`config.mk`:
```
export PLATFORM = sky130hd
export DESIGN_NAME = regfile_dump_ctrl_flat
export DESIGN_NICKNAME = d
export VERILOG_FILES = /design/src/rtl/regfile_dump_ctrl_if.sv /design/src/rtl/regfile_dump_ctrl.sv /design/src/flat_wrapper.sv
export SDC_FILE = /design/constraint.sdc
export NUM_CORES = 1
export LEC_CHECK = 0
export ABC_AREA = 1
export CAP_MARGIN = 20
export CORE_AREA = 5 5 87 69
export DETAILED_ROUTE_END_ITERATION = 8
export DIE_AREA = 0 0 92 74
export MAX_ROUTING_LAYER = met4
export PLACE_DENSITY = 0.72
export SYNTH_ARGS = -nofsm -noshare
export SYNTH_HDL_FRONTEND = slang
export SYNTH_SLANG_ARGS = --single-unit
export TNS_END_PERCENT = 5
```
`constraint.sdc`:
```
create_clock -name clk_i -period 1.6 [get_ports clk_i]
set_input_delay 0.32 -clock clk_i [delete_from_list [all_inputs] [get_ports clk_i]]
set_output_delay 0.32 -clock clk_i [all_outputs]
set_load 0.1 [all_outputs]
```
`src/rtl/regfile_dump_ctrl_if.sv`:
```
// Bundle between the dump sequencer, the debug unit and the register file's
// debug read port. The sequencer takes the master side.
interface regfile_dump_ctrl_if #(
  parameter int ADDR_W = 5,
  parameter int DATA_W = 32
);
  logic              start;
  logic              done;
  logic              busy;
  logic              rf_debug_on;
  logic [ADDR_W-1:0] rf_debug_addr;
  logic [DATA_W-1:0] rf_debug_data;
  logic [7:0]        tx_data;
  logic              tx_valid;
  logic              tx_ready;

  modport master (
    input  start, rf_debug_data, tx_ready,
    output done, busy, rf_debug_on, rf_debug_addr, tx_data, tx_valid
  );

  modport slave (
    output start, rf_debug_data, tx_ready,
    input  done, busy, rf_debug_on, rf_debug_addr, tx_data, tx_valid
  );
endinterface

```
`src/rtl/regfile_dump_ctrl.sv`:
```
// Register file dump sequencer: walks the debug read port over all registers
// and streams each word to the transmitter as four bytes, LSB first.
//
//   state   | meaning
//   --------+--------------------------------------------------------------
//   S_IDLE  | waiting for start; all outputs low
//   S_SETUP | debug address presented; word captured at the closing edge
//   S_SEND  | one byte of the held word offered on tx_data/tx_valid
//   S_DONE  | single-cycle done pulse, then back to idle
module regfile_dump_ctrl #(
  parameter int NREGS  = 32,
  parameter int ADDR_W = 5,
  parameter int DATA_W = 32
) (
  input  logic             clk_i,
  input  logic             rst_ni,
  regfile_dump_ctrl_if.master bus
);

  typedef enum logic [1:0] {S_IDLE, S_SETUP, S_SEND, S_DONE} state_t;

  localparam logic [ADDR_W-1:0] LAST_ADDR = ADDR_W'(NREGS - 1);

  state_t            state_q, state_d;
  logic [ADDR_W-1:0] addr_q, addr_d;
  logic [DATA_W-1:0] hold_q, hold_d;
  logic [1:0]        idx_q, idx_d;

  logic       on_o, busy_o, done_o, valid_o;
  logic [7:0] byte_sel;
  logic [7:0] data_o;

  // State and datapath registers; reset abandons any partially sent word.
  always_ff @(posedge clk_i or negedge rst_ni) begin
    if (!rst_ni) begin
      state_q <= S_IDLE;
      addr_q  <= '0;
      hold_q  <= '0;
      idx_q   <= '0;
    end else begin
      state_q <= state_d;
      addr_q  <= addr_d;
      hold_q  <= hold_d;
      idx_q   <= idx_d;
    end
  end

  // Byte lane of the held word selected by the byte index.
  always_comb begin
    byte_sel = hold_q[7:0];
    case (idx_q)
      2'd0: byte_sel = hold_q[7:0];
      2'd1: byte_sel = hold_q[15:8];
      2'd2: byte_sel = hold_q[23:16];
      2'd3: byte_sel = hold_q[31:24];
      default: byte_sel = hold_q[7:0];
    endcase
  end

  // Next-state and output decode. The hold register only loads in SETUP, so
  // read-port changes while bytes are going out never leak into the stream.
  always_comb begin
    state_d = state_q;
    addr_d  = addr_q;
    hold_d  = hold_q;
    idx_d   = idx_q;
    on_o    = 1'b0;
    busy_o  = 1'b0;
    done_o  = 1'b0;
    valid_o = 1'b0;
    data_o  = 8'h00;
    case (state_q)
      S_IDLE: begin
        if (bus.start) begin
          state_d = S_SETUP;
          addr_d  = '0;
          idx_d   = '0;
        end
      end
      S_SETUP: begin
        on_o    = 1'b1;
        busy_o  = 1'b1;
        hold_d  = bus.rf_debug_data;
        idx_d   = '0;
        state_d = S_SEND;
      end
      S_SEND: begin
        on_o    = 1'b1;
        busy_o  = 1'b1;
        valid_o = 1'b1;
        data_o  = byte_sel;
        if (bus.tx_ready) begin
          if (idx_q == 2'd3) begin
            idx_d = '0;
            if (addr_q == LAST_ADDR) begin
              state_d = S_DONE;
            end else begin
              addr_d  = addr_q + 1'b1;
              state_d = S_SETUP;
            end
          end else begin
            idx_d = idx_q + 1'b1;
          end
        end
      end
      S_DONE: begin
        on_o    = 1'b1;
        busy_o  = 1'b1;
        done_o  = 1'b1;
        state_d = S_IDLE;
        addr_d  = '0;
        idx_d   = '0;
      end
      default: begin
        state_d = S_IDLE;
        addr_d  = '0;
        idx_d   = '0;
      end
    endcase
  end

  assign bus.rf_debug_on   = on_o;
  assign bus.rf_debug_addr = addr_q;
  assign bus.busy          = busy_o;
  assign bus.done          = done_o;
  assign bus.tx_valid      = valid_o;
  assign bus.tx_data       = data_o;

endmodule
```
`src/flat_wrapper.sv`:
```
// flat-port wrapper written by rule: the top's interface ports become plain ports
module regfile_dump_ctrl_flat 
#(
  parameter int NREGS  = 32,
  parameter int ADDR_W = 5,
  parameter int DATA_W = 32
)
  (clk_i, rst_ni, bus_start, bus_rf_debug_data, bus_tx_ready, bus_done, bus_busy, bus_rf_debug_on, bus_rf_debug_addr, bus_tx_data, bus_tx_valid);
  regfile_dump_ctrl_if #(.ADDR_W(ADDR_W), .DATA_W(DATA_W)) bus_i ();
  input  logic clk_i;
  input  logic rst_ni;
  input wire logic [$bits(bus_i.start)-1:0] bus_start;
  input wire logic [$bits(bus_i.rf_debug_data)-1:0] bus_rf_debug_data;
  input wire logic [$bits(bus_i.tx_ready)-1:0] bus_tx_ready;
  output wire logic [$bits(bus_i.done)-1:0] bus_done;
  output wire logic [$bits(bus_i.busy)-1:0] bus_busy;
  output wire logic [$bits(bus_i.rf_debug_on)-1:0] bus_rf_debug_on;
  output wire logic [$bits(bus_i.rf_debug_addr)-1:0] bus_rf_debug_addr;
  output wire logic [$bits(bus_i.tx_data)-1:0] bus_tx_data;
  output wire logic [$bits(bus_i.tx_valid)-1:0] bus_tx_valid;
  assign bus_i.start = bus_start;
  assign bus_i.rf_debug_data = bus_rf_debug_data;
  assign bus_i.tx_ready = bus_tx_ready;
  assign bus_done = bus_i.done;
  assign bus_busy = bus_i.busy;
  assign bus_rf_debug_on = bus_i.rf_debug_on;
  assign bus_rf_debug_addr = bus_i.rf_debug_addr;
  assign bus_tx_data = bus_i.tx_data;
  assign bus_tx_valid = bus_i.tx_valid;
  regfile_dump_ctrl #(.NREGS(NREGS), .ADDR_W(ADDR_W), .DATA_W(DATA_W)) u_core (.clk_i(clk_i), .rst_ni(rst_ni), .bus(bus_i));
endmodule
```
# Yosys cells after proc, flatten, opt, wreduce, memory -nomap -nowiden
# Index checks and enable logic that the tools add are counted.
# totals
reg_bits	41
inputBits	36
out_inout_bits	17
word_cells	44
# op_classes
n_addsub	2
eq_ne	11
mux	19
n_reduce_logical	8
# op_table
op	n
8-bit one-hot mux with 4 select lines	1
5-bit 2-to-1 mux	4
5-bit one-hot mux with 3 select lines	1
2-bit 2-to-1 mux	7
2-bit == test, second input constant	4
8-bit 2-to-1 mux	1
2-bit one-hot mux with 4 select lines	1
2-bit inequality test, second input constant	3
2-bit one-hot mux with 3 select lines	1
5-bit by 1-bit adder with 5-bit output, second input constant	1
5-bit == test, second input constant	1
5-bit AND reduction	1
2-bit by 1-bit == test with 1-bit output, second input constant	2
2-bit logical NOT	2
1-bit 2-to-1 mux	3
3-bit AND reduction	1
3-bit nonzero test	1
3-bit OR reduction	1
2-bit by 1-bit adder with 2-bit output, second input constant	1
2-bit by 1-bit inequality test with 1-bit output, second input constant	1
2-bit AND reduction	1
2-bit OR reduction	1

# Longest topological paths before layout
# depth
word_depth	5
mapped_depth	10
mapped_depth_nobuf	10

# Least setup slack after synthesis
# OpenSTA, ideal clock, no wires.
# synth_path
path_kind	register to output
from	register u_core.state_q[0]
to	output bus_tx_data[0]
arrival_ns	3.367
t_required_ns	1.280
path_slack_ns	-2.087
stages_incl_launch_ff	7
n_path_buf	2
cell_sequence	dfrtp_1 inv_1 ha_1 buf_6 clkbuf_2 o21ai_0 a31oi_1
# synth_via
elab_chain_cells	2
# synth_rtl
element	line_no	rtl
start: declaration	regfile_dump_ctrl.sv:24	state_t state_q, state_d;
start signal: assignment	regfile_dump_ctrl.sv:41	state_q <= state_d;
2-bit == test	regfile_dump_ctrl.sv:72	case (state_q)
8-bit 2-to-1 mux	regfile_dump_ctrl.sv:72	
end: declaration	flat_wrapper.sv:19	output wire logic [$bits(bus_i.tx_data)-1:0] bus_tx_data;
# No other way between the ends.

# Worst setup path in the final report
# layout_path
from	register u_core.idx_q[0]
to	output bus_tx_data[2]
# layout_via
elab_chain_cells	3
word_cells_on_any_way	6
classes_between	eq/ne (3); mux (2); reduce/logical (1)
# layout_rtl
element	line_no	rtl
start: declaration	regfile_dump_ctrl.sv:27	logic [1:0] idx_q, idx_d;
start signal: assignment	regfile_dump_ctrl.sv:44	idx_q <= idx_d;
2-bit == test, or another cell as far along	regfile_dump_ctrl.sv:51	case (idx_q)
8-bit one-hot mux with 4 select lines *	regfile_dump_ctrl.sv:51	
8-bit 2-to-1 mux *	regfile_dump_ctrl.sv:72	
# Mark *: on every way between the ends. The rest lies on a longest branch, timed or not.

==> reports/qor.yml <==
layout_commonest_cell: "dfrtp_1"
fin_nets: 304
drive_gt1_frac: 0.492
hold_viol_final: 0
synth_xor_area_frac: 0
hpwl_microns: 3660
synth_top_area_frac: 0.467
synth_edf_count: 0
ys_seq_area_frac: 0.467
place_area_sq_um: 3180
grt_max_degree: 42
clock_path_buffers: 2
diodes: 0
synthAdderAreaFrac: 0.0626
die_y_microns: 74
clockRootBuffer: "clkbuf_8"
fin_cells: 320
finalClockSkew_ns: 0.00718
synth-compound-area-share: 0.0820
synth_top_family_by_area: "multiplexers"
cellPowerDensity_nw_per_um2: 2160
synth_simple_gate_area_frac: 0.104
violations: "negative setup slack"
drt-total-wl_microns: 5150
peakVddDrop_mv: 1.33
worstSetupPathType: "reg -> out"
antenna_found_initial: 0
grt_pass1_wl_microns: 8530
register_area_sq_um: 1030
synth.distinct_cells: 25
multi_input_area_sq_um: 1310
muxShareOfSynthArea: 0.215
top_layer_used: "met4"
drc: 0
crit_arrival_ns: 1.61
crit_required_ns: 1.28
postSynthCellCount: 192
min_period_over_period: 1.20
fp-row-count: 23
fillers: 376
crit_path_top_delay_cell: "dfrtp_1"
wl_met3_microns: 174
slowest_delay_ns: 0.41
slew_headroom: 0.644
drtIter0Drc: 90
syn_avg_cell_area_sq_um: 11.4
hold_ws_ns: 0.0879
crit_top_cell: "buf_12"
power_mw: 7.40
clock_latency_ns: 0.29
clkTransAtPathRegs_ns: 0.07
design.die.area_sq_um: 6810
period_needed_ns: 1.93
synth_top_area_cell: "dfrtp_1"
leakagePower_nw: 1.44
grt_pass1_vias: 1633
synthToLayoutAreaGrowth_pct: 55.9
crit_path_cell_trace: "inv_2 -> ha_4 -> inv_4 -> buf_12 -> o21ai_2 -> a31oi_4 -> buf_12"
drt-met1-wl_microns: 2490
cap_viol_max_count: 0
rsz0062_at_grt: "yes"
port_buffers: 52
final_cell_mix: "dfrtp_1 (40), clkdlybuf4s50_1 (34), mux2_4 (30), nand2_1 (27), buf_12 (20)"
track_usage: 0.168
clock-sinks: 41
grt_overflow: 0
cts_inserted_buffers: 5
setup_ws_ns: -0.326
status: "finished with violations"
yosys_register_bits: 41
ys_top_cells_by_area: "dfrtp_1 (47%), mux2_4 (21%), ha_1 (6.3%)"
numPlacedInstances: 310
min-delay-path-class: "in -> async"
wl_met2_microns: 2390
yosys_warnings: 0
gp_congestion: 0.801
ioPinCount: 53
vias_per_cell: 4.95
path_buf_inv: 4
crit_family: "buffers and inverters"
final_area_sq_um: 3430
fp.dieW_microns: 92
synth_nets: 239
worst_slew_pin_slew_ns: 0.533
fmax_ghz: 0.519
wl_per_cell_microns: 16.1
start_kind: "register"
post-route-util: 0.669
ys.flop_type: "dfrtp_1"
worst_setup_path_end_kind: "primary output"
synth-async-reset-ratio: 1.00
h-tree-depth: 2
ant_nets: 0
cts_tree: "built"
drt-pass1-iter-count: 4
crit_fanout: 8
fin_setup_tns_ns: -2.71
dp_slack_ns: -0.129
vias: 1583
slew_viol_final: 0
core_area_sq_um: 5120
setup_viol: 9
initial_core_util: 0.429
synth_area_sq_um: 2200
[logic make-up after synthesis]
logic type,Yosys count
buffers and inverters,27
DFF,41
adders and majority gates,11
muxes,32
and+or+nand+nor,47
AOI/OAI and AO/OA,34
[final cells by class]
type                    count  share of cell area
clock buffers               6              0.0212
clock inverters             2             0.00292
inverters                  16              0.0183
multi-input cells         124               0.381
flip-flops and latches     41               0.300
well taps                  62              0.0226
repair buffers             69               0.254
[power by group]
part | switching, mW | total [mW] | internal (mW)
registers | 0.401 | 1.93 | 1.53
logic | 2.58 | 4.82 | 2.25
clock network | 0.347 | 0.649 | 0.302
[worst register-to-register path, stage by stage (launching register included)]
cell and delay [ns]:
dfrtp_1 0.39, inv_2 0.10, ha_4 0.26, buf_4 0.26, nand2_1 0.09, nand2_2 0.09, nand3_4 0.13, nand2_1 0.08
o21ai_1 0.06
[layer usage]
| layer | vias to the layer above | GRT usage |
|---|---|---|
| met1 | 757 | 0.236 |
| met3 | 8 | 0.0324 |
| met2 | 43 | 0.244 |
| met4 | 0 | 0.0643 |
| li1 | 775 | - |
| met5 | - | - |
[what timing repair did]
action                                  4_1_cts  5_1_grt
endpoints found under the setup margin       11       20
buffers inserted                              1        1
hold buffers                                  0        0
endpoints found under the hold margin         0        0
pin swaps                                     9        2
gates resized for setup                      33        4
[flip-flops by register name, indices dropped and copies added (netlist names)]
signal	cells
u_core.idx_q	2
u_core.hold_q	32
u_core.state_q	2
u_core.bus.rf_debug_addr	5
[worst paths after layout]
kind                                   start                     endpoint  cells after the start  slack (ns)
max                          u_core.idx_q[0]               bus_tx_data[2]                      7       -0.33
min                                   rst_ni  u_core.bus.rf_debug_addr[4]                      2        0.09
max reg2reg                u_core.state_q[0]  u_core.bus.rf_debug_addr[4]                      8        0.04
min reg2reg                u_core.hold_q[30]            u_core.hold_q[30]                      1        0.53
max in group asynchronous             rst_ni            u_core.state_q[1]                      2        1.11
min in group clk_i         u_core.hold_q[30]            u_core.hold_q[30]                      1        0.53
[synthesized netlist by cell type, types with 2 or more instances]
cell / count
nand2_4: 2
nand3_1: 6
dfrtp_1: 41
mux2_4: 30
ha_1: 11
inv_1: 12
inv_2: 4
mux2_2: 2
o21ai_1: 6
buf_1: 2
nand2_2: 2
o21ai_0: 12
a21oi_1: 8
buf_6: 6
a31oi_1: 8
nand2_1: 31
Power figures use the tool's default switching activity.
